## src/rtl/wb_commit_arbiter_if.sv

```systemverilog
// Bundles the execute-unit result channels and the registered writeback
// stream of one issue slice. The arbiter is the slave, producers/sink the master.
interface wb_commit_arbiter_if #(
   parameter int NUM_INPUTS  = 4,
   parameter int NUM_THREADS = 4,
   parameter int XLEN        = 32,
   parameter int NW_WIDTH    = 2,
   parameter int NR_WIDTH    = 6
);
   // Execute-unit result channels, channel i occupies slice i of each vector
   logic [NUM_INPUTS-1:0]                  in_valid;
   logic [NUM_INPUTS-1:0]                  in_ready;
   logic [NUM_INPUTS*NW_WIDTH-1:0]         in_wid;
   logic [NUM_INPUTS*NUM_THREADS-1:0]      in_tmask;
   logic [NUM_INPUTS*NR_WIDTH-1:0]         in_rd;
   logic [NUM_INPUTS*NUM_THREADS*XLEN-1:0] in_data;
   logic [NUM_INPUTS-1:0]                  in_eop;

   // Writeback stream towards the issue stage (no backpressure)
   logic                                   wb_valid;
   logic [NW_WIDTH-1:0]                    wb_wid;
   logic [NUM_THREADS-1:0]                 wb_tmask;
   logic [NR_WIDTH-1:0]                    wb_rd;
   logic [NUM_THREADS*XLEN-1:0]            wb_data;
   logic                                   wb_eop;

   modport master (
      output in_valid, in_wid, in_tmask, in_rd, in_data, in_eop,
      input  in_ready,
      input  wb_valid, wb_wid, wb_tmask, wb_rd, wb_data, wb_eop
   );

   modport slave (
      input  in_valid, in_wid, in_tmask, in_rd, in_data, in_eop,
      output in_ready,
      output wb_valid, wb_wid, wb_tmask, wb_rd, wb_data, wb_eop
   );
endinterface

```

## src/rtl/wb_commit_arbiter.sv

```systemverilog
// Writeback commit arbiter: round-robin over execute-unit result channels,
// holding the grant on one channel until its end-of-packet beat, and
// presenting the winner on a one-cycle-latency registered writeback stream.
module wb_commit_arbiter #(
   parameter int NUM_INPUTS    = 4,
   parameter int NUM_THREADS   = 4,
   parameter int XLEN          = 32,
   parameter int NW_WIDTH      = 2,
   parameter int NR_WIDTH      = 6,
   parameter int PERF_CTR_BITS = 44
) (
   input  logic                     clk,
   input  logic                     reset,
   wb_commit_arbiter_if.slave       bus,
   output logic [PERF_CTR_BITS-1:0] perf_stalls
);
   localparam int IDX_W = (NUM_INPUTS > 1) ? $clog2(NUM_INPUTS) : 1;
   localparam int DW    = NUM_THREADS * XLEN;
   localparam logic [IDX_W-1:0] LAST_IDX = IDX_W'(NUM_INPUTS - 1);

   // Arbitration state
   logic [IDX_W-1:0]         rr_ptr_q, rr_ptr_d;
   logic                     lock_q, lock_d;
   logic [IDX_W-1:0]         lock_idx_q, lock_idx_d;
   logic [PERF_CTR_BITS-1:0] perf_q, perf_d;

   // Writeback output register
   logic                     wb_valid_q, wb_valid_d;
   logic [NW_WIDTH-1:0]      wb_wid_q, wb_wid_d;
   logic [NUM_THREADS-1:0]   wb_tmask_q, wb_tmask_d;
   logic [NR_WIDTH-1:0]      wb_rd_q, wb_rd_d;
   logic [DW-1:0]            wb_data_q, wb_data_d;
   logic                     wb_eop_q, wb_eop_d;

   // Combinational grant and selected-channel fields
   logic [IDX_W-1:0]         grant_idx;
   logic                     grant_valid;
   logic [NUM_INPUTS-1:0]    ready_vec;
   logic                     fire;
   logic                     stall;
   logic [NW_WIDTH-1:0]      sel_wid;
   logic [NUM_THREADS-1:0]   sel_tmask;
   logic [NR_WIDTH-1:0]      sel_rd;
   logic [DW-1:0]            sel_data;
   logic                     sel_eop;
   int                       cand;

   // Pick the winner: locked channel only, else first valid after rr_ptr
   always_comb begin
      grant_idx   = '0;
      grant_valid = 1'b0;
      cand        = 0;
      if (lock_q) begin
         grant_idx   = lock_idx_q;
         grant_valid = bus.in_valid[lock_idx_q];
      end else begin
         for (int k = 1; k <= NUM_INPUTS; k++) begin
            cand = (int'(rr_ptr_q) + k) % NUM_INPUTS;
            if (!grant_valid && bus.in_valid[IDX_W'(cand)]) begin
               grant_valid = 1'b1;
               grant_idx   = IDX_W'(cand);
            end
         end
      end
   end

   // One-hot ready; a single channel is a plain pass-through, always ready
   always_comb begin
      ready_vec = '0;
      if (NUM_INPUTS == 1) begin
         ready_vec = '1;
      end else if (grant_valid) begin
         ready_vec[grant_idx] = 1'b1;
      end
   end

   assign bus.in_ready = ready_vec;
   assign fire         = |(bus.in_valid & ready_vec);
   assign stall        = |(bus.in_valid & ~ready_vec);

   // Mux the granted channel's fields out of the flattened input vectors
   always_comb begin
      sel_wid   = '0;
      sel_tmask = '0;
      sel_rd    = '0;
      sel_data  = '0;
      sel_eop   = 1'b0;
      for (int i = 0; i < NUM_INPUTS; i++) begin
         if (grant_idx == IDX_W'(i)) begin
            sel_wid   = bus.in_wid[i*NW_WIDTH +: NW_WIDTH];
            sel_tmask = bus.in_tmask[i*NUM_THREADS +: NUM_THREADS];
            sel_rd    = bus.in_rd[i*NR_WIDTH +: NR_WIDTH];
            sel_data  = bus.in_data[i*DW +: DW];
            sel_eop   = bus.in_eop[i];
         end
      end
   end

   // Next state: lock on a non-eop beat, release and move rr_ptr on eop
   always_comb begin
      rr_ptr_d   = rr_ptr_q;
      lock_d     = lock_q;
      lock_idx_d = lock_idx_q;
      perf_d     = perf_q + PERF_CTR_BITS'(stall);
      wb_valid_d = fire;
      wb_wid_d   = wb_wid_q;
      wb_tmask_d = wb_tmask_q;
      wb_rd_d    = wb_rd_q;
      wb_data_d  = wb_data_q;
      wb_eop_d   = wb_eop_q;
      if (fire) begin
         wb_wid_d   = sel_wid;
         wb_tmask_d = sel_tmask;
         wb_rd_d    = sel_rd;
         wb_data_d  = sel_data;
         wb_eop_d   = sel_eop;
         if (sel_eop) begin
            rr_ptr_d = grant_idx;
            lock_d   = 1'b0;
         end else begin
            lock_d     = 1'b1;
            lock_idx_d = grant_idx;
         end
      end
   end

   // State and output registers; reset drops any partially delivered packet
   always_ff @(posedge clk) begin
      if (reset) begin
         rr_ptr_q   <= LAST_IDX;
         lock_q     <= 1'b0;
         lock_idx_q <= '0;
         perf_q     <= '0;
         wb_valid_q <= 1'b0;
         wb_wid_q   <= '0;
         wb_tmask_q <= '0;
         wb_rd_q    <= '0;
         wb_data_q  <= '0;
         wb_eop_q   <= 1'b0;
      end else begin
         rr_ptr_q   <= rr_ptr_d;
         lock_q     <= lock_d;
         lock_idx_q <= lock_idx_d;
         perf_q     <= perf_d;
         wb_valid_q <= wb_valid_d;
         wb_wid_q   <= wb_wid_d;
         wb_tmask_q <= wb_tmask_d;
         wb_rd_q    <= wb_rd_d;
         wb_data_q  <= wb_data_d;
         wb_eop_q   <= wb_eop_d;
      end
   end

   assign bus.wb_valid = wb_valid_q;
   assign bus.wb_wid   = wb_wid_q;
   assign bus.wb_tmask = wb_tmask_q;
   assign bus.wb_rd    = wb_rd_q;
   assign bus.wb_data  = wb_data_q;
   assign bus.wb_eop   = wb_eop_q;
   assign perf_stalls  = perf_q;
endmodule

```

## src/flat_wrapper.sv

```systemverilog
// flat-port wrapper written by rule: the top's interface ports become plain ports
module wb_commit_arbiter_flat 
#(
   parameter int NUM_INPUTS    = 4,
   parameter int NUM_THREADS   = 4,
   parameter int XLEN          = 32,
   parameter int NW_WIDTH      = 2,
   parameter int NR_WIDTH      = 6,
   parameter int PERF_CTR_BITS = 44
)
  (clk, reset, perf_stalls, bus_in_valid, bus_in_wid, bus_in_tmask, bus_in_rd, bus_in_data, bus_in_eop, bus_in_ready, bus_wb_valid, bus_wb_wid, bus_wb_tmask, bus_wb_rd, bus_wb_data, bus_wb_eop);
  wb_commit_arbiter_if #(.NUM_INPUTS(NUM_INPUTS), .NUM_THREADS(NUM_THREADS), .XLEN(XLEN), .NW_WIDTH(NW_WIDTH), .NR_WIDTH(NR_WIDTH)) bus_i ();
  input  logic clk;
  input  logic reset;
  output logic [PERF_CTR_BITS-1:0] perf_stalls;
  input wire logic [$bits(bus_i.in_valid)-1:0] bus_in_valid;
  input wire logic [$bits(bus_i.in_wid)-1:0] bus_in_wid;
  input wire logic [$bits(bus_i.in_tmask)-1:0] bus_in_tmask;
  input wire logic [$bits(bus_i.in_rd)-1:0] bus_in_rd;
  input wire logic [$bits(bus_i.in_data)-1:0] bus_in_data;
  input wire logic [$bits(bus_i.in_eop)-1:0] bus_in_eop;
  output wire logic [$bits(bus_i.in_ready)-1:0] bus_in_ready;
  output wire logic [$bits(bus_i.wb_valid)-1:0] bus_wb_valid;
  output wire logic [$bits(bus_i.wb_wid)-1:0] bus_wb_wid;
  output wire logic [$bits(bus_i.wb_tmask)-1:0] bus_wb_tmask;
  output wire logic [$bits(bus_i.wb_rd)-1:0] bus_wb_rd;
  output wire logic [$bits(bus_i.wb_data)-1:0] bus_wb_data;
  output wire logic [$bits(bus_i.wb_eop)-1:0] bus_wb_eop;
  assign bus_i.in_valid = bus_in_valid;
  assign bus_i.in_wid = bus_in_wid;
  assign bus_i.in_tmask = bus_in_tmask;
  assign bus_i.in_rd = bus_in_rd;
  assign bus_i.in_data = bus_in_data;
  assign bus_i.in_eop = bus_in_eop;
  assign bus_in_ready = bus_i.in_ready;
  assign bus_wb_valid = bus_i.wb_valid;
  assign bus_wb_wid = bus_i.wb_wid;
  assign bus_wb_tmask = bus_i.wb_tmask;
  assign bus_wb_rd = bus_i.wb_rd;
  assign bus_wb_data = bus_i.wb_data;
  assign bus_wb_eop = bus_i.wb_eop;
  wb_commit_arbiter #(.NUM_INPUTS(NUM_INPUTS), .NUM_THREADS(NUM_THREADS), .XLEN(XLEN), .NW_WIDTH(NW_WIDTH), .NR_WIDTH(NR_WIDTH), .PERF_CTR_BITS(PERF_CTR_BITS)) u_core (.clk(clk), .reset(reset), .bus(bus_i), .perf_stalls(perf_stalls));
endmodule
```

## config.mk

```make
export PLATFORM = sky130hd
export DESIGN_NAME = wb_commit_arbiter_flat
export DESIGN_NICKNAME = d
export VERILOG_FILES = /design/src/rtl/wb_commit_arbiter_if.sv /design/src/rtl/wb_commit_arbiter.sv /design/src/flat_wrapper.sv
export SDC_FILE = /design/constraint.sdc
export NUM_CORES = 1
export LEC_CHECK = 0
export ABC_AREA = 0
export CORE_AREA = 2 2 293 295
export CTS_CLUSTER_SIZE = 14
export DETAILED_ROUTE_END_ITERATION = 7
export DIE_AREA = 0 0 295 297
export PLACE_DENSITY = 0.44
export SYNTH_ARGS = -nofsm -noshare
export SYNTH_HDL_FRONTEND = slang
export SYNTH_SLANG_ARGS = --single-unit
```

## constraint.sdc

```tcl
create_clock -name clk -period 5.75 [get_ports clk]
set_input_delay 1.15 -clock clk [delete_from_list [all_inputs] [get_ports clk]]
set_output_delay 1.15 -clock clk [all_outputs]
set_load 0.01 [all_outputs]
```

Word-level counts from Yosys, hierarchy flattened:

Index checks and enable logic that the tools add are counted.

* register bits: 191
* bits of input ports: 570
* output and inout port bits: 190
* word-level logic and storage cells: 92

* $add $sub $neg: 5
* magnitude comparators: 7
* equal/unequal tests: 3
* mux-type cells: 51
* bitwise operators: 4
* reductions and logical operators: 12

Operators with widths (count)
* two-way mux 128 bit: 4
* adder 44 x 1 -> 44 bit: 1
* two-way mux 6 bit: 4
* two-way mux 1 bit: 23
* two-way mux 4 bit: 5
* two-way mux 2 bit: 9
* less-than comparator 2 x 4 -> 1 bit (second input constant): 4
* binary-select mux 1 bit (select 2 bit): 5
* bitwise AND 4 bit: 2
* OR reduction 4 bit: 2
* less-than comparator 2 x 3 -> 1 bit (second input constant): 2
* adder 2 x 1 -> 2 bit (second input constant): 2
* adder 2 bit (second input constant): 2
* equality test 2 bit (second input constant): 2
* logical AND 1 bit: 4
* inverter 4 bit: 1
* AND reduction 2 bit: 2
* logical NOT 1 bit: 3
* demux 1 bit (select 2 bit): 1
* equality test 2 x 1 -> 1 bit (second input constant): 1
* greater-or-equal comparator 2 x 1 -> 1 bit (second input constant): 1
* logical NOT 2 bit: 1
* inverter 1 bit: 1

Longest topological paths before layout:

Gate-level depths: netlist of run 1.

* word-level depth: 27
* gate-level depth with buffers: 22
* mapped depth without buffers: 16

Worst setup path after synthesis of run 1:

OpenSTA, ideal clock, no wires.

* kind: in2reg
* start: in bus_in_valid[3]
* end: reg u_core.perf_q[32], in the netlist u_core.perf_stalls[32]
* setup time: 0.128 ns
* arrival time: 4.521 ns
* required time: 5.622 ns
* path slack: 1.101 ns
* stages on the path: 20
* buffers on the path: 5
* cell sequence: buf_2 a211o_2 a211oi_2 or2_1 buf_6 buf_6 nand2b_1 nor3_1 o32ai_1 ha_1 ha_1 nand3_1 or3_1 clkbuf_1 nor3_2 and3_1 buf_2 nand4_1 xor2_1 nor2_1

* word-level cells in the longest chain between the ends: 26
* elaborated cells on any way between the ends: 43
* classes of those cells: add/sub (1); order compare (2); mux (30); bitwise (2); reduce/logical (8)

Ends and longest elaborated chain
* start, declared: line flat_wrapper.sv:16 `input wire logic [$bits(bus_i.in_valid)-1:0] bus_in_valid;`
* binary-select mux 1 bit (select 2 bit): line wb_commit_arbiter.sv:59 `if (!grant_valid && bus.in_valid[IDX_W'(cand)]) begin`
* two-way mux 1 bit (not written as such) (2 in a row): line wb_commit_arbiter.sv:59
* two-way mux 1 bit: line wb_commit_arbiter.sv:59
* two-way mux 1 bit: line wb_commit_arbiter.sv:53 `if (lock_q) begin`
* logical NOT 1 bit: line wb_commit_arbiter.sv:59
* logical AND 1 bit: line wb_commit_arbiter.sv:59
* two-way mux 1 bit: line wb_commit_arbiter.sv:59
* two-way mux 1 bit: line wb_commit_arbiter.sv:53
* (+9 left out)
* logical AND 1 bit (not written as such): line wb_commit_arbiter.sv:73 `ready_vec[grant_idx] = 1'b1;`
* two-way mux 1 bit (not written as such): line wb_commit_arbiter.sv:73
* demux 1 bit (select 2 bit)
* two-way mux 4 bit: line wb_commit_arbiter.sv:72 `end else if (grant_valid) begin`
* inverter 4 bit: line wb_commit_arbiter.sv:79 `assign stall = |(bus.in_valid & ~ready_vec);`
* bitwise AND 4 bit *: line wb_commit_arbiter.sv:79
* OR reduction 4 bit *: line wb_commit_arbiter.sv:79
* adder 44 x 1 -> 44 bit *: line wb_commit_arbiter.sv:104 `perf_d = perf_q + PERF_CTR_BITS'(stall);`
* end signal, assigned: line wb_commit_arbiter.sv:144 `perf_q <= perf_d;`
* end, declared: line wb_commit_arbiter.sv:25 `logic [PERF_CTR_BITS-1:0] perf_q, perf_d;`

Mark *: on every way between the ends. The rest lies on a longest branch, timed or not. The select of a mux whose other input is x is not followed.
A chain may end at the register's enable or synchronous reset.

Worst setup path after layout of run 1:

* start: in bus_in_valid[2]
* end: reg u_core.perf_q[32], in the netlist u_core.perf_stalls[32]

The elaborated chain is that of the path after synthesis.

==> PnR_summary.wiki, run 1 <==
{| class="wikitable"
! Metric !! Value
|-
| Minimum clock period || 5.15 ns
|-
| Internal power of the cells || 0.00494 W
|-
| Routed vias/inst || between 3 and 4
|-
| Sequential Power Share || 23.9%
|-
| Average footprint of a synthesized cell || 9.17 um^2
|-
| I/O pin count || between 700 and 800
|-
| Hold Path Depth || 1
|-
| Syn_nets || 1808
|-
| Highest-delay cell along the critical path || clkdlybuf4s50_1
|-
| Num CTS Buffers || 17
|-
| Reg2reg end || u_core.perf_stalls[32]
|-
| Cell taking the most area after synthesis || dfxtp_1
|-
| Number of max-capacitance violations reported || 0
|-
| Fillcell total || 9133
|-
| Warning count from the yosys run || 0
|-
| Combined area of the multi-input logic cells || slightly below 7000 um^2
|-
| Mean routed wirelength per cell || approximately 18 um
|-
| Setup crit end kind || register
|-
| Number of setup buffers added after CTS || 0
|-
| Final setup fails || 0
|-
| Power dissipated by switching net loads || between 0.003 and 0.004 W
|-
| HPWL reported at the end of detailed placement || 43000 um
|-
| Weighted congestion at the end of routability-driven global placement || approximately 0.83
|-
| Cell class contributing the biggest share of worst-path delay || simple AND/OR/NAND/NOR gates
|-
| Count of flip-flops with a built-in enable after synthesis || 0
|-
| Routed WL || 55200 um
|-
| Worst voltage drop across the vdd grid || about 450 uV
|-
| Least setup slack across all paths after layout || 0.605 ns
|-
| Remaining antenna violation count after routing || 0
|-
| Worst path cell trace || clkdlybuf4s50_1, mux4_2, a211oi_2, nor2_4, nand2b_1, nor3_1, o32ai_1, buf_4, ha_1, ha_1, nand3_1, or3_1, nor3_2, and3_1, nand4_1, xor2_1, nor2_1
|-
| Via count || 11985
|-
| Clock network power share || 15.1%
|-
| Buffers added on ports || 759
|-
| Summed instance area of the synthesized netlist || 11300 um^2
|-
| Final worst clock skew || 0.0182 ns
|-
| Congestion Overflow GR || 0
|-
| Reg-to-Reg Start || u_core.rr_ptr_q[0]
|-
| Cell count after synthesis || 1236
|-
| Number of H-tree levels || 4
|-
| Worst path required time || just over 6 ns
|-
| Iter 0 DRT Violations || 450
|-
| Post-route fraction of the period consumed by the critical path || 89.5%
|-
| Maximum clock path buffer count || 2
|-
| Worst-margin pin slew || 1.02 ns
|-
| Number of gates resized after cts || 0
|-
| Crit path largest cell delay || 0.60 ns
|-
| Highest fanout seen on the critical path || 11
|-
| Flops & latches, synth || about 190
|-
| Static leakage || 7.93 nW
|-
| Portion of the post-synthesis area used by sequential elements || between 30% and 40%
|-
| Post-synth cell types || between 50 and 60
|-
| Power density normalized to cell area || roughly 410 nW/um^2
|-
| Setup crit start kind || primary input
|-
| Clock network latency to the later pin of the worst-skew pair || 0.49 ns
|-
| Area growth syn-to-layout || 79.9%
|-
| Share of layout cells above drive strength 1 || 3.36%
|-
| Worst relative slew slack || 32.2%
|-
| Clock root buffer master || clkbuf_16
|-
| Register-to-register setup slack || around 1.3 ns
|-
| Sink of the worst hold path || u_core.bus.wb_data[13]
|-
| Flip-flop and latch area || roughly 3800 um^2
|-
| TNS Setup || 0 ns
|-
| TritonCTS sink count || 191
|-
| Switching power as a share of total power || 41.3%
|-
| GRT Total Usage || a little under an eighth
|-
| Arrival time of the worst setup path || ~5.5 ns
|-
| Pin count of the biggest net entering global routing || 147
|-
| Fraction of power consumed by combinational cells || 61.0%
|-
| Cell row count || 107
|-
| Achievable frequency || slightly below 200 MHz
|-
| Register-to-Register Path Depth || 16
|-
| Run status || complete, no violations
|-
| DRC violation count after routing || 0
|-
| Proportion of synthesized flip-flops having asynchronous set or reset || 0%
|-
| CORE AREA || 84500 um^2
|-
| Predominant post-synthesis flop cell || dfxtp_1
|-
| Initial standard-cell utilization of the core || 13.4%
|-
| Total count of max-transition violations in the final report || 0
|-
| Clock slew at reported path FFs || around 0.080 ns
|-
| Category of the critical setup timing path || primary input to register
|-
| Classification of the worst-slack hold path || register to register
|-
| Hold Crit Start || u_core.bus.wb_data[13]
|-
| Number of antenna violations at the first check in global routing || 4
|-
| DIE WIDTH || ~300 um
|-
| Share of Yosys cell area claimed by the top area cell type || 33.7%
|-
| Most frequent cell on the critical path || ha_1
|-
| Number of nets in the layout || 2495
|-
| Via count of the first global-routing pass || 12243
|-
| Global-route wire length before repair || 78400 um
|-
| Die Span Y || about 300 um
|-
| Number of buffers inserted by hold repair at cts || 0
|-
| TritonCTS clock tree || built
|-
| Unrepaired setup endpoints after global routing || false
|-
| Worst setup timing slack at the placement stage || 0.0580 ns
|-
| Top area cells in the synthesized netlist || dfxtp_1 34%, mux2i_1 25%, a32o_1 12%
|-
| Number of detailed-route iterations in the first pass || 5
|-
| CP bufs+invs || 2
|-
| Area enclosed by the die boundary || 87600 um^2
|-
| Number of hold violations in the final report || 0
|}
-- power by group through the flow --
stage	Combinational [W]	Sequential, W	Clock [W]
2_1_floorplan	0.00322	0.00217	0
3_3_place_gp	0.00517	0.00203	0
3_5_place_dp	0.00520	0.00204	0
4_1_cts	0.00521	0.00202	0.00136
5_1_grt	0.00554	0.00206	0.00140
6_report	0.00512	0.00201	0.00127
-- layer usage --
layer | vias to the layer above | global-route usage, % | wire [um]
li1 | 5850 | - | -
met1 | 5631 | 13.0 | 21400
met2 | 466 | 22.5 | 28900
met3 | 36 | 3.30 | 3970
met4 | 2 | 3.34 | 903
met5 | - | 0 | 13
-- cell usage after synthesis, types with 3 or more instances --
cell and number:
a21oi_1 4, a32o_1 140, and2_1 3, and3_1 12, and4_1 3, buf_1 16, buf_2 19, buf_4 6
buf_6 26, buf_8 12, clkbuf_1 29, dfxtp_1 191, inv_1 8, mux2i_1 281, nand2_1 304, nand2b_1 3
nand3_1 20, nand4_1 5, nor2_1 53, nor2b_1 9, nor3_1 8, o21ai_0 3, xnor2_1 11, xor2_1 30
-- layout make-up --
| cell class | instances | area share (%) |
|---|---|---|
| inverters | 9 | 0.166 |
| multi-input cells | 928 | 32.9 |
| well taps | 1144 | 7.02 |
| repair buffers | 776 | 38.2 |
| clock buffers | 19 | 2.17 |
| clock inverters | 13 | 0.705 |
| diodes | 2 | 0.0245 |
| flip-flops and latches | 191 | 18.7 |
-- stage by stage --
step	cell area, um^2	std cells	util [%]	total power (W)	hold WS (ns)
floorplan	11300	1236	-	0.00539	0.475
global placement	19800	3048	23.4	0.00720	0.448
detailed placement	19800	3048	23.4	0.00725	0.453
CTS	20400	3080	24.1	0.00859	0.471
global route	20400	3082	24.1	0.00901	0.479
finish	20400	3082	24.1	0.00841	0.466
-- placed cells by master (no fill, tap or decap), types with 3 or more instances in the layout --
| cell type | instances |
|---|---|
| o21ai_0 | 3 |
| and3_1 | 12 |
| inv_8 | 4 |
| buf_12 | 6 |
| nor2_4 | 3 |
| buf_4 | 11 |
| clkbuf_16 | 17 |
| a32o_1 | 140 |
| mux2i_1 | 281 |
| a21oi_1 | 4 |
| and4_1 | 3 |
| nor2b_1 | 9 |
| clkdlybuf4s50_1 | 758 |
| xnor2_1 | 11 |
| clkinv_4 | 4 |
| dfxtp_1 | 191 |
| nand4_1 | 5 |
| xor2_1 | 30 |
| nor2_1 | 53 |
| nand2_1 | 304 |
| inv_1 | 8 |
| nand3_1 | 20 |
| nand2b_1 | 3 |
| inv_6 | 3 |
| nor3_1 | 8 |
| and2_1 | 3 |
-- how the worst max path moves through the flow --
stage	startpoint	endpoint	slack [ns]	cells after the start
after detailed placement	bus_in_valid[2]	u_core.perf_stalls[32]	0.06	17
after global placement	bus_in_valid[2]	u_core.perf_stalls[32]	0.16	17
after CTS	bus_in_valid[2]	u_core.perf_stalls[32]	0.60	17
final	bus_in_valid[2]	u_core.perf_stalls[32]	0.60	17
after floorplan	bus_in_valid[3]	u_core.perf_stalls[32]	1.10	20
after global routing	bus_in_valid[2]	u_core.perf_stalls[34]	0.26	17
-- kinds of logic after synthesis --
logic type                 synth area share [%]
adders and majority gates                 0.221
DFF                                        33.7
buffers and inverters                      7.20
and+or+nand+nor                            16.2
muxes                                      25.2
xor gates and xnor gates                   3.17
AOI/OAI and AO/OA                          14.3
-- registers in the layout, indices dropped and copies added (netlist names), 2 cells and up --
register / cells
u_core.bus.wb_rd: 6
u_core.bus.wb_data: 128
u_core.bus.wb_tmask: 4
u_core.rr_ptr_q: 2
u_core.perf_stalls: 44
u_core.bus.wb_wid: 2
u_core.lock_idx_q: 2
-- worst reg2reg max path: stages (launching register included) --
cell and delay (ns):
dfxtp_1 0.55, mux4_2 0.57, a211oi_2 0.35, nor2_4 0.12
nand2b_1 0.20, nor3_1 0.08, o32ai_1 0.35, buf_4 0.20
ha_1 0.19, ha_1 0.20, nand3_1 0.14, or3_1 0.41
nor3_2 0.28, and3_1 0.35, nand4_1 0.14, xor2_1 0.14
nor2_1 0.05
Power figures use the tool's default switching activity.
==> run 2, diff against run 1 <==
- CAP_MARGIN: unset -> 25
==> results of run 2 <==
No change in the layout: final DEF, timing and power equal those of run 1.
==> run 3, diff against run 2 <==
- ABC_AREA: 0 -> unset
- CELL_PAD_IN_SITES_DETAIL_PLACEMENT: unset -> 1
- CELL_PAD_IN_SITES_GLOBAL_PLACEMENT: unset -> 1
- CORE_AREA: 2 2 293 295 -> 2 2 298 300
- DIE_AREA: 0 0 295 297 -> 0 0 300 302
- HOLD_SLACK_MARGIN: unset -> 0.03
- PLACE_DENSITY: 0.44 -> 0.55
==> run 3 against run 2 <==
Compared with the run above:
- global-route usage rose by 0.31 points
- non-clock buffer count increased by 3
- die area rose by 3.4%
- critical endpoint is now u_core.perf_stalls[38]
- highest routed layer unchanged
==> PnR_summary.wiki, run 3 (synthesis results as in run 1) <==
{| class="wikitable"
! Metric !! Value
|-
| Worst setup timing slack at the placement stage || 0.0587 ns
|-
| Initial standard-cell utilization of the core || 12.9%
|-
| Mean routed wirelength per cell || ~19 um
|-
| Num CTS Buffers || 17
|-
| CORE AREA || a little under 90000 um^2
|-
| Routed WL || 58400 um
|-
| TNS Setup || 0 ns
|-
| Global-route wire length before repair || 83600 um
|-
| Worst path required time || 6.10 ns
|-
| Number of max-capacitance violations reported || 0
|-
| Hold Path Depth || 1
|-
| Die Span Y || between 300 and 400 um
|-
| Iter 0 DRT Violations || 398
|-
| Highest fanout seen on the critical path || 9
|-
| Pin count of the biggest net entering global routing || 146
|-
| Area growth syn-to-layout || 80.3%
|-
| Fillcell total || ~10000
|-
| Routed vias/inst || about 3.9
|-
| Metal1 wirelength || 23200 um
|-
| TritonCTS sink count || 191
|-
| Static leakage || roughly 8 nW
|-
| Register-to-Register Path Depth || 16
|-
| Run status || complete, no violations
|-
| Clock root buffer master || clkbuf_16
|-
| Reg2reg end || u_core.perf_stalls[38]
|-
| Maximum clock path buffer count || 2
|-
| Worst-margin pin slew || about 1.1 ns
|-
| GRT Total Usage || 12.3%
|-
| Clock network latency to the later pin of the worst-skew pair || 0.49 ns
|-
| Number of buffers inserted by hold repair at cts || 0
|-
| Arrival time of the worst setup path || 5.58 ns
|-
| Largest register FFs || 128
|-
| Category of the critical setup timing path || primary input to register
|-
| Cell row count || 109
|-
| Via count || 12132
|-
| Combined area of the multi-input logic cells || 6720 um^2
|-
| Number of detailed-route iterations in the first pass || 6
|-
| Minimum clock period || 5.23 ns
|-
| Congestion Overflow GR || 0
|-
| Flip-flop and latch area || 3820 um^2
|-
| Switching power as a share of total power || approximately two fifths
|-
| Register-to-register setup slack || 1.21 ns
|-
| Top library cells by usage in the layout, fill and taps aside || 758 x clkdlybuf4s50_1, 304 x nand2_1, 281 x mux2i_1
|-
| DIE WIDTH || 300 um
|-
| Worst relative slew slack || about a quarter
|-
| Number of H-tree levels || 4
|-
| Final setup fails || 0
|-
| Final worst clock skew || roughly 0.016 ns
|-
| TritonCTS clock tree || built
|-
| Classification of the worst-slack hold path || register to register
|-
| Sequential Power Share || 23.7%
|-
| Number of hold violations in the final report || 0
|-
| Reg-to-Reg Start || u_core.rr_ptr_q[0]
|-
| Topmost layer with routed signal wires || met5
|-
| Hold Crit Start || u_core.bus.wb_data[47]
|-
| DRC violation count after routing || 0
|-
| Setup crit start kind || primary input
|-
| Clock network power share || 15.2%
|-
| Clock slew at reported path FFs || ~0.08 ns
|-
| Area enclosed by the die boundary || 90600 um^2
|-
| Achievable frequency || about 190 MHz
|-
| Number of nets in the layout || approximately 2500
|-
| Total count of max-transition violations in the final report || 0
|-
| HPWL reported at the end of detailed placement || 46600 um
|-
| Unrepaired setup endpoints after global routing || false
|-
| Number of gates resized after cts || 0
|-
| Internal power of the cells || 0.00499 W
|-
| Sink of the worst hold path || u_core.bus.wb_data[47]
|-
| Share of layout cells above drive strength 1 || under 10%
|-
| Number of antenna violations at the first check in global routing || 2
|-
| Worst voltage drop across the vdd grid || 382 uV
|-
| Number of setup buffers added after CTS || 0
|-
| Power dissipated by switching net loads || 0.00352 W
|-
| Buffers added on ports || 759
|-
| Setup crit end kind || register
|-
| Wire length on met2 || 30600 um
|-
| Most common cell after layout, fill and taps aside || clkdlybuf4s50_1
|-
| Power density normalized to cell area || ~420 nW/um^2
|-
| Post-route fraction of the period consumed by the critical path || 90.9%
|-
| Fraction of power consumed by combinational cells || 61.1%
|-
| I/O pin count || 760
|-
| Least setup slack across all paths after layout || 0.521 ns
|-
| Via count of the first global-routing pass || between 10000 and 15000
|-
| Met3 Routed Length || 3390 um
|-
| Weighted congestion at the end of routability-driven global placement || 0.849
|-
| Remaining antenna violation count after routing || 0
|-
| Power Total || 0.00850 W
|}
## run 3: cell count changes in the layout (fill, tap and decap cells not counted), sizes merged
| cell | change |
|---|---|
| clkinvlp | -1 |
| inv | -2 |
| clkinv | +1 |
| diode | -1 |
| bufinv | +1 |
| buf | +3 |
## run 3: worst max-delay path by stage
stage                                from                endpoint  slack, ns  cells past startpoint
after floorplan           bus_in_valid[3]  u_core.perf_stalls[32]       1.10                     20
after global placement    bus_in_valid[3]  u_core.perf_stalls[32]       0.17                     17
after detailed placement  bus_in_valid[1]  u_core.perf_stalls[32]       0.06                     18
after CTS                 bus_in_valid[1]  u_core.perf_stalls[38]       0.56                     18
after global routing      bus_in_valid[1]  u_core.perf_stalls[38]       0.21                     18
final                     bus_in_valid[1]  u_core.perf_stalls[38]       0.52                     18
## run 3: final cells by class
| cell class | instances | share of cell area (%) |
|---|---|---|
| well taps | 1165 | 7.13 |
| diodes | 1 | 0.0122 |
| clock inverters | 12 | 0.741 |
| multi-input cells | 928 | 32.9 |
| clock buffers | 19 | 2.17 |
| repair buffers | 779 | 38.2 |
| flip-flops and latches | 191 | 18.7 |
| inverters | 9 | 0.165 |
## run 3: power groups by stage
stage | logic (W) | clock network (W) | registers [W]
6_report | 0.00520 | 0.00129 | 0.00202
5_1_grt | 0.00561 | 0.00141 | 0.00208
3_5_place_dp | 0.00527 | 0 | 0.00205
2_1_floorplan | 0.00322 | 0 | 0.00217
3_3_place_gp | 0.00520 | 0 | 0.00203
4_1_cts | 0.00528 | 0.00138 | 0.00203
## run 3: per-stage QoR
stage	instance area (um^2)	hold WS [ns]	std cells	utilization, %
final	20400	0.468	3104	23.3
after global routing	20400	0.480	3104	23.3
after floorplan	11300	0.475	1236	-
after global placement	19800	0.447	3072	22.7
after detailed placement	19800	0.454	3072	22.7
after CTS	20400	0.472	3103	23.3
## run 3: metal layers
layer,vias up,track usage (%)
met2,422,22.6
met5,-,0
li1,5847,-
met4,2,4.07
met3,44,3.17
met1,5817,13.7
## run 3: critical path, cell delays in order
cell             delay, ns
clkdlybuf4s50_1       0.56
nor2b_1               0.22
a211o_2               0.35
a211oi_2              0.25
or2_4                 0.19
nand2b_1              0.17
nor3_1                0.07
o32ai_1               0.43
buf_4                 0.18
ha_1                  0.18
ha_1                  0.20
nand3_1               0.14
or3_1                 0.42
nor3_2                0.31
and3_1                0.38
nand2_1               0.11
xor2_1                0.17
nor2_1                0.07
